$ cat config.mk
export PLATFORM = sky130hd
export DESIGN_NAME = instr_word_encoder
export DESIGN_NICKNAME = d
export VERILOG_FILES = /design/src/rtl/riscv_pkg.sv /design/src/rtl/imm_encoder.sv /design/src/rtl/instr_word_encoder.sv
export SDC_FILE = /design/constraint.sdc
export NUM_CORES = 1
export LEC_CHECK = 0
export CORE_UTILIZATION = 51
export CTS_CLUSTER_SIZE = 20
export DETAILED_ROUTE_END_ITERATION = 16
export PLACE_DENSITY = 0.81
export SLEW_MARGIN = 40
export SYNTH_ARGS = -nofsm -noshare
export SYNTH_HDL_FRONTEND = slang
export SYNTH_SLANG_ARGS = --single-unit
$ cat constraint.sdc
create_clock -name clk -period 2.65 [get_ports clk]
set_input_delay 0.53 -clock clk [delete_from_list [all_inputs] [get_ports clk]]
set_output_delay 0.53 -clock clk [all_outputs]
set_load 0.05 [all_outputs]
$ cat src/rtl/riscv_pkg.sv
// Shared RV32 encoding types, opcodes and immediate range limits.
package riscv_pkg;

  typedef enum logic [2:0] {
    R_TYPE       = 3'd0,
    I_TYPE       = 3'd1,
    S_TYPE       = 3'd2,
    B_TYPE       = 3'd3,
    U_TYPE       = 3'd4,
    J_TYPE       = 3'd5,
    UNKNOWN_TYPE = 3'd6
  } instruction_type_e;

  typedef enum logic [2:0] {
    IMM_NONE = 3'd0,
    IMM_I    = 3'd1,
    IMM_S    = 3'd2,
    IMM_B    = 3'd3,
    IMM_U    = 3'd4,
    IMM_J    = 3'd5
  } imm_type_e;

  localparam logic [6:0] OP     = 7'b0110011;
  localparam logic [6:0] OP_IMM = 7'b0010011;
  localparam logic [6:0] LOAD   = 7'b0000011;
  localparam logic [6:0] STORE  = 7'b0100011;
  localparam logic [6:0] BRANCH = 7'b1100011;
  localparam logic [6:0] LUI    = 7'b0110111;
  localparam logic [6:0] AUIPC  = 7'b0010111;
  localparam logic [6:0] JAL    = 7'b1101111;
  localparam logic [6:0] JALR   = 7'b1100111;

  // addi x0,x0,0
  localparam logic [31:0] NOP_INSTR = 32'h0000_0013;

  localparam int IMM_I_MIN = -2048;
  localparam int IMM_I_MAX = 2047;
  localparam int IMM_B_MIN = -4096;
  localparam int IMM_B_MAX = 4094;
  localparam int IMM_J_MIN = -1048576;
  localparam int IMM_J_MAX = 1048574;

  function automatic imm_type_e type_to_imm(instruction_type_e t);
    case (t)
      I_TYPE:  return IMM_I;
      S_TYPE:  return IMM_S;
      B_TYPE:  return IMM_B;
      U_TYPE:  return IMM_U;
      J_TYPE:  return IMM_J;
      default: return IMM_NONE;
    endcase
  endfunction

endpackage

$ cat src/rtl/imm_encoder.sv
// Scatters an immediate into its instruction bit positions and flags
// values that the selected format cannot represent.
module imm_encoder
  import riscv_pkg::*;
(
  input  imm_type_e   imm_type,
  input  logic [31:0] imm,
  output logic [31:0] imm_bits,
  output logic        range_err
);

  logic signed [31:0] imm_s;
  assign imm_s = imm;

  // Per-format bit placement and representability check
  always_comb begin
    imm_bits  = '0;
    range_err = 1'b0;
    case (imm_type)
      IMM_I: begin
        imm_bits  = {imm[11:0], 20'b0};
        range_err = (imm_s < IMM_I_MIN) || (imm_s > IMM_I_MAX);
      end
      IMM_S: begin
        imm_bits  = {imm[11:5], 13'b0, imm[4:0], 7'b0};
        range_err = (imm_s < IMM_I_MIN) || (imm_s > IMM_I_MAX);
      end
      IMM_B: begin
        imm_bits  = {imm[12], imm[10:5], 13'b0, imm[4:1], imm[11], 7'b0};
        range_err = (imm_s < IMM_B_MIN) || (imm_s > IMM_B_MAX) || imm[0];
      end
      IMM_U: begin
        imm_bits  = {imm[31:12], 12'b0};
        range_err = (imm[11:0] != 12'b0);
      end
      IMM_J: begin
        imm_bits  = {imm[20], imm[10:1], imm[11], imm[19:12], 12'b0};
        range_err = (imm_s < IMM_J_MIN) || (imm_s > IMM_J_MAX) || imm[0];
      end
      default: begin
        imm_bits  = '0;
        range_err = 1'b0;
      end
    endcase
  end

endmodule

$ cat src/rtl/instr_word_encoder.sv
// Two-stage streaming RV32 instruction encoder with address tagging and
// NOP substitution on encode errors.
module instr_word_encoder
  import riscv_pkg::*;
#(
  parameter int ADDR_W    = 12,
  parameter int BASE_ADDR = 0,
  parameter int ERR_CNT_W = 8
) (
  input  logic                 clk,
  input  logic                 rst_n,
  input  logic                 clr,
  input  logic                 in_valid,
  output logic                 in_ready,
  input  logic [2:0]           in_type,
  input  logic [6:0]           in_opcode,
  input  logic [4:0]           in_rd,
  input  logic [4:0]           in_rs1,
  input  logic [4:0]           in_rs2,
  input  logic [2:0]           in_funct3,
  input  logic [6:0]           in_funct7,
  input  logic [31:0]          in_imm,
  output logic                 out_valid,
  input  logic                 out_ready,
  output logic [31:0]          out_instr,
  output logic [ADDR_W-1:0]    out_addr,
  output logic                 out_err,
  output logic [ERR_CNT_W-1:0] err_count
);

  localparam logic [ADDR_W-1:0] BASE_A = ADDR_W'(BASE_ADDR);

  logic        s1_valid;
  logic [2:0]  s1_type;
  logic [6:0]  s1_opcode;
  logic [4:0]  s1_rd;
  logic [4:0]  s1_rs1;
  logic [4:0]  s1_rs2;
  logic [2:0]  s1_funct3;
  logic [6:0]  s1_funct7;
  logic [31:0] s1_imm;

  logic [ADDR_W-1:0] addr_cnt;
  logic              s2_adv;
  imm_type_e         imm_type;
  logic [31:0]       imm_bits;
  logic              range_err;
  logic              type_err;
  logic              enc_err;
  logic [31:0]       enc_word;

  assign s2_adv   = !out_valid || out_ready;
  assign in_ready = !clr && (!s1_valid || s2_adv);
  assign imm_type = type_to_imm(instruction_type_e'(s1_type));

  imm_encoder u_imm_encoder (
    .imm_type  (imm_type),
    .imm       (s1_imm),
    .imm_bits  (imm_bits),
    .range_err (range_err)
  );

  // Stage 1: capture the request fields on accept
  always_ff @(posedge clk or negedge rst_n) begin
    if (!rst_n) begin
      s1_valid  <= 1'b0;
      s1_type   <= '0;
      s1_opcode <= '0;
      s1_rd     <= '0;
      s1_rs1    <= '0;
      s1_rs2    <= '0;
      s1_funct3 <= '0;
      s1_funct7 <= '0;
      s1_imm    <= '0;
    end else if (clr) begin
      s1_valid <= 1'b0;
    end else if (in_ready) begin
      s1_valid <= in_valid;
      if (in_valid) begin
        s1_type   <= in_type;
        s1_opcode <= in_opcode;
        s1_rd     <= in_rd;
        s1_rs1    <= in_rs1;
        s1_rs2    <= in_rs2;
        s1_funct3 <= in_funct3;
        s1_funct7 <= in_funct7;
        s1_imm    <= in_imm;
      end
    end
  end

  // Merge register/funct fields with the scattered immediate
  always_comb begin
    type_err = 1'b0;
    enc_word = '0;
    case (s1_type)
      R_TYPE: enc_word = {s1_funct7, s1_rs2, s1_rs1, s1_funct3, s1_rd, s1_opcode};
      I_TYPE: enc_word = {12'b0, s1_rs1, s1_funct3, s1_rd, s1_opcode} | imm_bits;
      S_TYPE,
      B_TYPE: enc_word = {7'b0, s1_rs2, s1_rs1, s1_funct3, 5'b0, s1_opcode} | imm_bits;
      U_TYPE,
      J_TYPE: enc_word = {20'b0, s1_rd, s1_opcode} | imm_bits;
      default: type_err = 1'b1;
    endcase
    enc_err = type_err || range_err;
  end

  // Stage 2: output word, address tag, error flag and saturating error count
  always_ff @(posedge clk or negedge rst_n) begin
    if (!rst_n) begin
      out_valid <= 1'b0;
      out_instr <= '0;
      out_addr  <= BASE_A;
      out_err   <= 1'b0;
      err_count <= '0;
      addr_cnt  <= BASE_A;
    end else if (clr) begin
      out_valid <= 1'b0;
      addr_cnt  <= BASE_A;
    end else if (s2_adv) begin
      out_valid <= s1_valid;
      if (s1_valid) begin
        out_instr <= enc_err ? NOP_INSTR : enc_word;
        out_addr  <= addr_cnt;
        out_err   <= enc_err;
        addr_cnt  <= addr_cnt + ADDR_W'(4);
        if (enc_err && (err_count != '1)) begin
          err_count <= err_count + ERR_CNT_W'(1);
        end
      end
    end
  end

endmodule
# Yosys cells after proc, flatten, opt, wreduce, memory -nomap -nowiden
# Index checks and enable logic that the tools add are counted.
# op_classes
eq_ne	11
shifts	0
n_addsub	2
mul	0
bitwise_logic	4
order_cmp	6
reduce_logical	26
n_mux	13
div_mod_pow	0
# op_table
op	n
case mux 32 bit (5 select lines)	1
case mux 32 bit (4 select lines)	1
two-way mux 12 bit	3
greater-than comparator 32 x 12 -> 1 bit (second input constant)	1
greater-than comparator 32 x 13 -> 1 bit (second input constant)	1
greater-than comparator 32 x 21 -> 1 bit (second input constant)	1
< comparator 32 x 12 -> 1 bit (second input constant)	1
< comparator 32 x 13 -> 1 bit (second input constant)	1
< comparator 32 x 21 -> 1 bit (second input constant)	1
two-way mux 32 bit	1
OR 12 x 32 -> 32 bit	1
OR 20 x 32 -> 32 bit	1
OR 25 x 32 -> 32 bit	1
case mux 3 bit (5 select lines)	1
adder 12 x 3 -> 12 bit (second input constant)	1
== test 3 x 2 -> 1 bit (second input constant)	4
== test 3 bit (second input constant)	4
nonzero test 12 bit	1
adder 8 x 1 -> 8 bit (second input constant)	1
logical OR 1 bit	8
inequality test 8 bit (second input constant)	1
== test 3 x 1 -> 1 bit (second input constant)	2
AND reduction 3 bit	2
nonzero test 2 bit	3
10 further kinds	19
# totals
in_bits	72
mem_bits_rw	0
latchBits	0
regBits	134
mem_count	0
rom_bits	0
elab_cells	77

# Depth between registers and ports, before layout
# logic_depth
word_depth	8
mapped_depth	10
depth_no_buf	9

# Modules after synthesis
# A second synthesis with hierarchy kept.
# hier_totals
hier_cells	589
area_unflattened_um2	6262.3
# by_module_without_submodules
mod	instances	seq_area_each_um2	area_each_um2	cells_per_inst
instr_word_encoder	1	3253.1	5639.2	485
imm_encoder	1	0.0	623.1	104

# Worst setup path before layout
# No wires, ideal clock.
# synth_path
path_kind	reg2reg
from	register out_valid
to	register s1_imm[12]
setup_ns	0.125
period_less_slack_ns	2.756
stages_incl_launch_ff	7
arrival_time_ns	2.632
path_slack_ns	-0.106
path_cell_list	dfrtp_1 -> nor2b_1 -> a21oi_1 -> nand2_1 -> clkbuf_1 -> clkbuf_1 -> mux2_2
# synth_between
elab_chain_len	5
# synth_lines
item	line_no	rtl
from (decl)	instr_word_encoder.sv:23	output logic out_valid,
from (signal assigned)	instr_word_encoder.sv:121	out_valid <= s1_valid;
logical NOT 1 bit	instr_word_encoder.sv:52	assign s2_adv = !out_valid || out_ready;
logical OR 1 bit	instr_word_encoder.sv:52	
logical OR 1 bit	instr_word_encoder.sv:53	assign in_ready = !clr && (!s1_valid || s2_adv);
logical AND 1 bit	instr_word_encoder.sv:53	
net in_ready	instr_word_encoder.sv:14	output logic in_ready,
AND reduction 3 bit (no source line)	n/a	
to (signal assigned)	instr_word_encoder.sv:87	s1_imm <= in_imm;
to (decl)	instr_word_encoder.sv:41	logic [31:0] s1_imm;
# The timed path passes the listed nets, and every way through them passes these cells.
# A chain may end at the register's enable or synchronous reset.

# Final worst setup path
# layout_path
from	register s1_imm[29]
to	register out_instr[9]
# layout_between
elab_chain_len	6
elab_cells_between_ends	14
classes_between	order compare: 6; mux: 2; reduce/logical: 6
# layout_lines
item	line_no	rtl
< comparator 32 x 21 -> 1 bit (tied with other cells)	imm_encoder.sv:38	range_err = (imm_s < IMM_J_MIN) || (imm_s > IMM_J_MAX) || imm[0];
logical OR 1 bit (on tied branches) (2 in series)	imm_encoder.sv:38, imm_encoder.sv:30	
case mux 1 bit (4 select lines) *	imm_encoder.sv:19	case (imm_type)
logical OR 1 bit *	instr_word_encoder.sv:105	enc_err = type_err || range_err;
two-way mux 32 bit *	instr_word_encoder.sv:123	out_instr <= enc_err ? NOP_INSTR : enc_word;
to (signal assigned)	instr_word_encoder.sv:123	
to (decl)	instr_word_encoder.sv:25	output logic [31:0] out_instr,
# Every way passes the cells marked *; elsewhere a longest branch is shown, timed or not.

==> flow_metrics.env <==
export IMPL_grt_overflow=0
export IMPL_min_period_over_period_pct=92.6
export IMPL_drtAntennaViolNets=0
export IMPL_grt_max_degree=131
export IMPL_routedWlPerCell_um=18.0
export IMPL_async_reset_ff_share_pct=100
export IMPL_cts_sinks=130
export IMPL_synth_avg_cell_area_um2=11.7
export IMPL_synth_seq_cells=130
export IMPL_fillerInstances=791
export IMPL_worst_pin_slew_ps=689
export IMPL_power_density_nw_per_um2=864
export IMPL_fmax_mhz=408
export IMPL_yosysSeqAreaShare_pct=55.4
export IMPL_p_leak_nw=3.32
export IMPL_vias=4509
export IMPL_r2r_setup_slack_ps=200
export IMPL_grt_pass1_vias=4606
export IMPL_hold_class="in2async"
export IMPL_tritoncts="yes"
export IMPL_stdcell_area_um2=7980
export IMPL_cts_buffer_depth=2
export IMPL_final_util_pct=72.3
export IMPL_io_pin_count=127
export IMPL_crit_type="reg2reg"
export IMPL_maxSlewHeadroom_pct=54.0
export IMPL_critPathMaxStageDelay_ps=430
export IMPL_placed_cell_area_um2=7300
export IMPL_outcome="complete, no violations"
export IMPL_port_buffers=124
export IMPL_num_nets_final=705
export IMPL_h_tree_depth=4
export IMPL_yosysWarnings=0
export IMPL_crit_slowest_cell="dfrtp_1"
export IMPL_dp_hpwl_um=9640
export IMPL_path_cells="nor4_2 -> nand3_1 -> or2_1 -> a221oi_2 -> o221ai_4 -> buf_4 -> o31ai_1"
export IMPL_rows=38
export IMPL_rsz0062_at_grt="false"
export IMPL_netlist_top_cells_count="dfrtp_1, mux2_2, nand2_1, nor2_1, o31ai_1"
export IMPL_drive_above_1_share_pct=21.5
export IMPL_cts_buffers=17
export IMPL_synthTopCellsByArea="dfrtp_1, mux2_2, o31ai_1, nand2_1, a21oi_1"
export IMPL_yosysMostFrequentCell="dfrtp_1"
export IMPL_drt_iter0_drc=289
export IMPL_area_growth_pct=36.0
export IMPL_endpoint_kind="register"
export IMPL_synth_top_area_share_pct=55.4
export IMPL_synth_edf_count=0
export IMPL_setup_tns_final_ps=0
export IMPL_coreArea_um2=11000
export IMPL_antenna_found_initial=0
export IMPL_synthDistinctLibCells=43
export IMPL_cp_max_fo=17
export IMPL_root_buffer="clkbuf_16"
export IMPL_clk_latency_ps=410
export IMPL_vias_per_cell=5.77
export IMPL_drc=0
export IMPL_max_vdd_ir_drop_v=0.000502
export IMPL_cp_arrival_ps=2740
export IMPL_synth_area_um2=5870
export IMPL_slew_violations=0
export IMPL_diodes=0
export IMPL_postSynthCellCount=500
export IMPL_routed_wl_um=14100
export IMPL_ys_flop_type="dfrtp_1"
export IMPL_worstPathRequired_ps=2940
export IMPL_grt_pass1_wl_um=23000
export IMPL_hold_violations=0
export IMPL_drv_cap=0
export IMPL_finalWeightedCongestion=0.907
export IMPL_dieArea_um2=11900
export IMPL_fin_crit_ps=2450
export IMPL_dieHeight_um=109
export IMPL_setup_viol=0
export IMPL_grt_usage_pct=25.3
export IMPL_fp_dieW_um=109
export IMPL_dr_pass1_iters=4
export IMPL_worst_clock_skew_ps=16.4
export IMPL_yosysTopAreaCell="dfrtp_1"
export IMPL_start_kind="register"
export IMPL_clkTransAtPathRegs_ps=60
export IMPL_start_util_pct=53.2
-- registers in the layout (all words and copies together), names as in the netlist --
signal	flops
out_instr	32
s1_imm	32
addr_cnt	10
out_addr	10
err_count	8
s1_funct7	7
s1_opcode	7
s1_rd	5
s1_rs1	5
s1_rs2	5
s1_funct3	3
s1_type	3
out_err	1
out_valid	1
s1_valid	1
-- per-stage QoR --
stage / hold WS (ps) / cells / setup slack (ps) / power, mW
after floorplan: 234 / 501 / 162 / 3.65
after global placement: 465 / 750 / 268 / 4.26
after detailed placement: 470 / 750 / 159 / 4.31
after CTS: 276 / 781 / 61.3 / 6.91
after global routing: 294 / 782 / 29.9 / 7.17
final: 222 / 782 / 197 / 6.89
-- cells in the final DEF, fill, tap and decap left out, types with 8 or more instances in the layout --
master,n
dfrtp_1,130
clkdlybuf4s50_1,122
mux2_2,78
nand2_1,48
nor2_1,29
o31ai_1,25
a21oi_1,22
clkbuf_16,17
nor2b_1,15
nand4_1,14
a22oi_1,14
buf_4,13
a22o_1,9
a31oi_1,8
-- cell type report --
type	count	area (um2)	area share, %
clock inverter	12	205	2.57
multi-input combinational	338	2480	31.1
clock buffer	19	453	5.68
inverter	4	15.0	0.188
tap	140	175	2.20
sequential	130	3250	40.8
timing repair buffer	139	1400	17.5
-- where the power goes --
part	internal, mW	total (mW)	leakage [nW]	switching, mW
registers	2.28	2.56	1.64	0.285
logic	0.723	1.75	1.37	1.02
clock network	1.72	2.58	0.316	0.862
total	4.72	6.89	3.32	2.17
-- what timing repair did --
action | 4_1_cts | 5_1_grt
setup endpoints to repair | 0 | 21
gates resized for setup | 0 | 1
hold buffers | 0 | 0
setup buffers | 0 | 1
hold endpoints to repair | 0 | 0
-- per-layer routing --
| layer | wire [um] | GRT usage (%) | vias to the layer above |
|---|---|---|---|
| li1 | - | - | 2079 |
| met1 | 5920 | 31.9 | 2248 |
| met2 | 7120 | 42.0 | 154 |
| met3 | 722 | 5.14 | 28 |
| met4 | 317 | 11.3 | 0 |
| met5 | 0 | 0 | - |
-- worst paths after layout --
check,start,end,depth (start not counted)
worst max-delay path,s1_imm[29],out_instr[9],7
worst min-delay path,rst_n,err_count[6],2
worst max register to register,s1_imm[29],out_instr[9],7
worst min register to register,out_instr[0],out_instr[0],2
max in group asynchronous,rst_n,s1_imm[29],2
min in group clk,out_instr[0],out_instr[0],2
-- worst max-delay path: cells and delay by family (launching register included) --
| kind | cells | cell delay, ps |
|---|---|---|
| buffers and inverters | 1 | 240 |
| and+or+nand+nor | 3 | 820 |
| AOI/OAI and AO/OA | 3 | 840 |
| DFF | 1 | 430 |
-- cell families after synthesis --
kind of cell | Yosys count | synth area share, %
xor gates and xnor gates | 14 | 2.09
buffers and inverters | 33 | 2.71
muxes | 83 | 15.9
other | 1 | 0.0639
adders and majority gates | 3 | 0.640
DFF | 130 | 55.4
AOI/OAI and AO/OA | 94 | 11.4
and+or+nand+nor | 142 | 11.8
Power figures use the tool's default switching activity.
